## config.mk

```make
export PLATFORM = sky130hd
export DESIGN_NAME = bcd_to_binary
export DESIGN_NICKNAME = d
export VERILOG_FILES = /design/src/rtl/bcd_to_binary.sv
export SDC_FILE = /design/constraint.sdc
export NUM_CORES = 1
export LEC_CHECK = 0
export ABC_AREA = 0
export CAP_MARGIN = 20
export CORE_MARGIN = 3
export CORE_UTILIZATION = 43
export CTS_CLUSTER_DIAMETER = 200
export DETAILED_ROUTE_END_ITERATION = 10
export HOLD_SLACK_MARGIN = 0.05
export PLACE_DENSITY = 0.7
export SYNTH_ARGS = -nofsm -noshare
export SYNTH_HDL_FRONTEND = slang
export SYNTH_SLANG_ARGS = --single-unit
```

## constraint.sdc

```tcl
create_clock -name clk -period 4 [get_ports clk]
set_input_delay 0.8 -clock clk [delete_from_list [all_inputs] [get_ports clk]]
set_output_delay 0.8 -clock clk [all_outputs]
set_load 0.02 [all_outputs]
```

## src/rtl/bcd_to_binary.sv

```systemverilog
// Sequential BCD-to-binary converter using reverse double-dabble, one bit per clock.
// Build option BCD2BIN_ERR_STICKY_EN: err stays set until reset once any conversion is invalid.
module bcd_to_binary #(
    parameter int DIGITS = 3,
    parameter int BIN_W  = 10
) (
    input  logic                  clk,
    input  logic                  rst_n,
    input  logic                  start,
    input  logic [4*DIGITS-1:0]   bcd_in,
    output logic                  busy,
    output logic                  done,
    output logic                  err,
    output logic [BIN_W-1:0]      binary
);

    localparam int BCD_W = 4 * DIGITS;
    localparam int CNT_W = $clog2(BIN_W + 1);

    // Handshake: start is sampled on a rising edge only in IDLE or DONE; busy is high
    // exactly while converting; done is a one-cycle pulse during which binary/err are valid.
    typedef enum logic [1:0] {
        IDLE    = 2'd0,
        CONVERT = 2'd1,
        DONE    = 2'd2
    } state_t;

    state_t               state_q, state_d;
    logic [BCD_W-1:0]     bcd_sr_q, bcd_sr_d;
    logic [BIN_W-1:0]     bin_sr_q, bin_sr_d;
    logic [CNT_W-1:0]     cnt_q, cnt_d;
    logic                 err_pending_q, err_pending_d;
    logic                 err_q, err_d;
    logic [BIN_W-1:0]     binary_q, binary_d;

    logic [BCD_W+BIN_W-1:0] shifted;
    logic [BCD_W-1:0]       bcd_adj;
    logic                   bcd_invalid;

    // One iteration: shift right, then correct every digit that landed at 8 or above.
    always_comb begin
        shifted = {bcd_sr_q, bin_sr_q} >> 1;
        bcd_adj = shifted[BCD_W+BIN_W-1:BIN_W];
        for (int i = 0; i < DIGITS; i++) begin
            if (bcd_adj[4*i+3]) begin
                bcd_adj[4*i +: 4] = bcd_adj[4*i +: 4] - 4'd3;
            end
        end
    end

    always_comb begin
        bcd_invalid = 1'b0;
        for (int i = 0; i < DIGITS; i++) begin
            if (bcd_in[4*i +: 4] > 4'd9) begin
                bcd_invalid = 1'b1;
            end
        end
    end

    always_comb begin
        state_d       = state_q;
        bcd_sr_d      = bcd_sr_q;
        bin_sr_d      = bin_sr_q;
        cnt_d         = cnt_q;
        err_pending_d = err_pending_q;
        err_d         = err_q;
        binary_d      = binary_q;
        case (state_q)
            IDLE, DONE: begin
                if (start) begin
                    state_d       = CONVERT;
                    bcd_sr_d      = bcd_in;
                    bin_sr_d      = '0;
                    cnt_d         = CNT_W'(BIN_W);
                    err_pending_d = bcd_invalid;
`ifndef BCD2BIN_ERR_STICKY_EN
                    err_d         = 1'b0;
`endif
                end else begin
                    state_d = IDLE;
                end
            end
            CONVERT: begin
                bcd_sr_d = bcd_adj;
                bin_sr_d = shifted[BIN_W-1:0];
                cnt_d    = cnt_q - CNT_W'(1);
                if (cnt_q == CNT_W'(1)) begin
                    state_d  = DONE;
                    binary_d = err_pending_q ? '0 : shifted[BIN_W-1:0];
`ifdef BCD2BIN_ERR_STICKY_EN
                    err_d    = err_q | err_pending_q;
`else
                    err_d    = err_pending_q;
`endif
                end
            end
            default: begin
                state_d = IDLE;
            end
        endcase
    end

    always_ff @(posedge clk or negedge rst_n) begin
        if (!rst_n) begin
            state_q       <= IDLE;
            bcd_sr_q      <= '0;
            bin_sr_q      <= '0;
            cnt_q         <= '0;
            err_pending_q <= 1'b0;
            err_q         <= 1'b0;
            binary_q      <= '0;
        end else begin
            state_q       <= state_d;
            bcd_sr_q      <= bcd_sr_d;
            bin_sr_q      <= bin_sr_d;
            cnt_q         <= cnt_d;
            err_pending_q <= err_pending_d;
            err_q         <= err_d;
            binary_q      <= binary_d;
        end
    end

    assign busy   = (state_q == CONVERT);
    assign done   = (state_q == DONE);
    assign err    = err_q;
    assign binary = binary_q;

endmodule
```

==> flow_summary_export.csv <==
group,metric,value,unit
run_status,outcome,"complete, no violations",
worst_setup_path,worstSetupStartpointType,"flip-flop",
power,p_per_area,761.5,mW/mm^2
worst_setup_path,crit_type,"reg -> out",
synthesis,ys_types,35,
clocking,post_cts.repair.setup_buffers,0,
timing,finalCritPeriodShare,67.62,%
layout,final_nets,192,
floorplan,chipHeight,70.89,microns
placement,dp_hpwl,2358,microns
detailed_routing,drt-pass1-iter-count,4,
worst_setup_path,crit_required,3200,ps
timing,hold_viol,0,
floorplan,ios,28,
timing,slew_headroom,44.16,%
synthesis,synth_top_area_share,53.90,%
detailed_routing,wl_per_cell,15.94,microns
placement,gp_congestion,0.8214,
timing,setup-tns-final,0,ps
worst_setup_path,cp_max_fo,24,
layout,fill_cells,310,
synthesis,netlist_instances,147,
clocking,cts_resized,0,
floorplan,initial_utilization,46.98,%
synthesis,yosysMostFrequentCell,"dfrtp_1",
synthesis,seq_area_frac_synth,53.90,%
detailed_routing,ant_nets,0,
layout,syn_to_final_growth,20.66,%
detailed_routing,drt-initial-drc-count,69,
timing,report.final.slew_viol_count,0,
floorplan,rows,22,
global_route,antenna_found_initial,0,
run,max-cap-violations,0,
global_route,grtUsageTotal,15.01,%
clocking,cts_tree,"done",
timing,whs,498.9,ps
worst_setup_path,slowest_stage,"clkdlybuf4s50_1",
layout,regArea,975.9,sq um
synthesis,synthTopCellsByArea,"dfrtp_1, mux2_4, a22o_1",
clocking,cts.reportedPaths.clkPinSlew,70,ps
synthesis,synth_ff_type,"dfrtp_1",
placement,port_buffers,27,
global_route,grt_max_degree,40,
synthesis,synth_commonest_cells,"dfrtp_1, nor2b_1, a22o_1",
clocking,postCtsHoldBufs,0,
detailed_routing,drcViolationCount,0,
clocking,root_buffer,"clkbuf_8",
floorplan,coreArea,0.003854,sq mm
power,peakVddDrop,0.0003812,V
power,p_leak,0.001010,uW
timing,rsz0062_at_grt,"no",
global_route,grt_pass1_wl,5920,microns
timing,setup_violations,0,
synthesis,yosys_register_bits,39,
hold_path,hold_class,"reg -> reg",
worst_setup_path,end_kind,"output port",
timing,timing.final.crit_period,2705,ps
clocking,clk_latency,290,ps
synthesis,synth_edf_count,0,
detailed_routing,vias_per_cell,5.649,
detailed_routing,num_vias,1254,
clocking,clock_sinks,39,
layout,insertedDiodeCount,0,
worst_setup_path,path_cells,"nand2b_4, clkinv_2, clkdlybuf4s50_1",
clocking,cts_buffers,5,
floorplan,die_w,70.89,microns
synthesis,synth.avg_cell_area,12.32,sq um
layout,drive_above_1_share,14.94,%
layout,multiInputGateArea,759.5,sq um
synthesis,synthesis.nets,166,
worst_setup_path,worstPathArrival,1900,ps
floorplan,dieArea,0.005025,sq mm
detailed_routing,wirelength,3539,microns
synthesis,ys_warn_count,0,
global_route,grt_pass1_vias,1241,
timing,fin_worst_skew,4.229,ps
synthesis,syn-cell-area,0.001810,sq mm
global_route,gr-total-overflow,0,
layout,fin_cells,222,
synthesis,yosys.area.top_type,"dfrtp_1",
timing,fmax,0.3697,GHz
clocking,cts_buffer_depth,2,
timing,tightest_slew,837.6,ps
clocking,h-tree-depth,2,
worst_setup_path,max_stage_delay,650,ps
placement,placed_cells,214,
synthesis,ys_async_sr_fraction,100.0,%
## layout make-up
cell class,instances,area share (%)
sequential,39,44.67
inverter,4,0.7446
clock buffer,8,4.582
multi-input combinational,95,34.77
timing repair buffer,28,12.49
tap,48,2.749
## sequential cells by signal (all words and copies together) (netlist names)
signal	count
state_q	2
cnt_q	4
bin_sr_q	9
err	1
bcd_sr_q	12
binary	10
err_pending_q	1
## per-stage QoR
| stage | worst slack [ps] | utilization [%] | instance area [sq um] | total power, uW |
|---|---|---|---|---|
| after detailed placement | 1618 | 54.09 | 2085 | 1383 |
| after CTS | 1295 | 56.69 | 2185 | 1672 |
| after floorplan | 2352 | - | 1810 | 1179 |
| final | 1295 | 56.69 | 2185 | 1664 |
| after global routing | 1220 | 56.69 | 2185 | 1769 |
| after global placement | 1678 | 54.09 | 2085 | 1347 |
## cells by family (layout without fill, tap and decap cells)
| logic type | after synthesis | count (layout) | share of synthesized area, % |
|---|---|---|---|
| buffers and inverters | 13 | 40 | 4.146 |
| AOI/OAI and AO/OA | 31 | 31 | 13.68 |
| adders and majority gates | 4 | 4 | 2.764 |
| DFF | 39 | 39 | 53.90 |
| and+or+nand+nor | 43 | 43 | 14.03 |
| muxes | 13 | 13 | 9.537 |
| xor gates and xnor gates | 4 | 4 | 1.935 |
## path summary, 6_finish.rpt
kind	startpoint	end	slack, ps	depth (start not counted)
worst max-delay path	state_q[0]	busy	1300	3
worst min-delay path	bin_sr_q[1]	bin_sr_q[1]	500	1
worst max register to register	state_q[0]	binary[0]	2100	4
worst min register to register	bin_sr_q[1]	bin_sr_q[1]	500	1
max in group asynchronous	rst_n	bin_sr_q[6]	2860	1
min in group asynchronous	rst_n	bcd_sr_q[2]	610	1
## placed cells by master (no fill, tap or decap), types with 2 or more instances in the layout
cell type         n
clkbuf_8          7
nand2_1           7
nand3_1           6
mux2i_1           3
mux2_2            2
o21ai_0           5
ha_1              4
dfrtp_1          39
clkdlybuf4s50_1  26
nand4_1           3
nor2b_1          11
and3_1            2
o211ai_1          2
nor2_1            4
a22oi_1           4
a22o_1           10
mux2_4            8
xnor2_1           4
a221o_1           6
nand2b_1          3
inv_1             3
## routing by layer
metal,global-route usage (%),vias to the layer above,part of all wire [%]
li1,-,583,-
met1,19.42,625,44
met3,3.977,7,4.9
met5,0,-,0
met2,22.66,39,48
met4,8.768,0,2.7
## worst max-delay path, delay by kind of cell, from the launching register on
family                 cells  cell delay [ps]
buffers and inverters      2             1000
flip-flops                 1              420
AND/OR/NAND/NOR            1              190
## power breakdown
group          switching [uW]  total (uW)  internal (uW)
clock network             132         289            157
logic                     318         669            351
registers                 150         705            556
total                     599        1660           1060
Power figures use the tool's default switching activity.
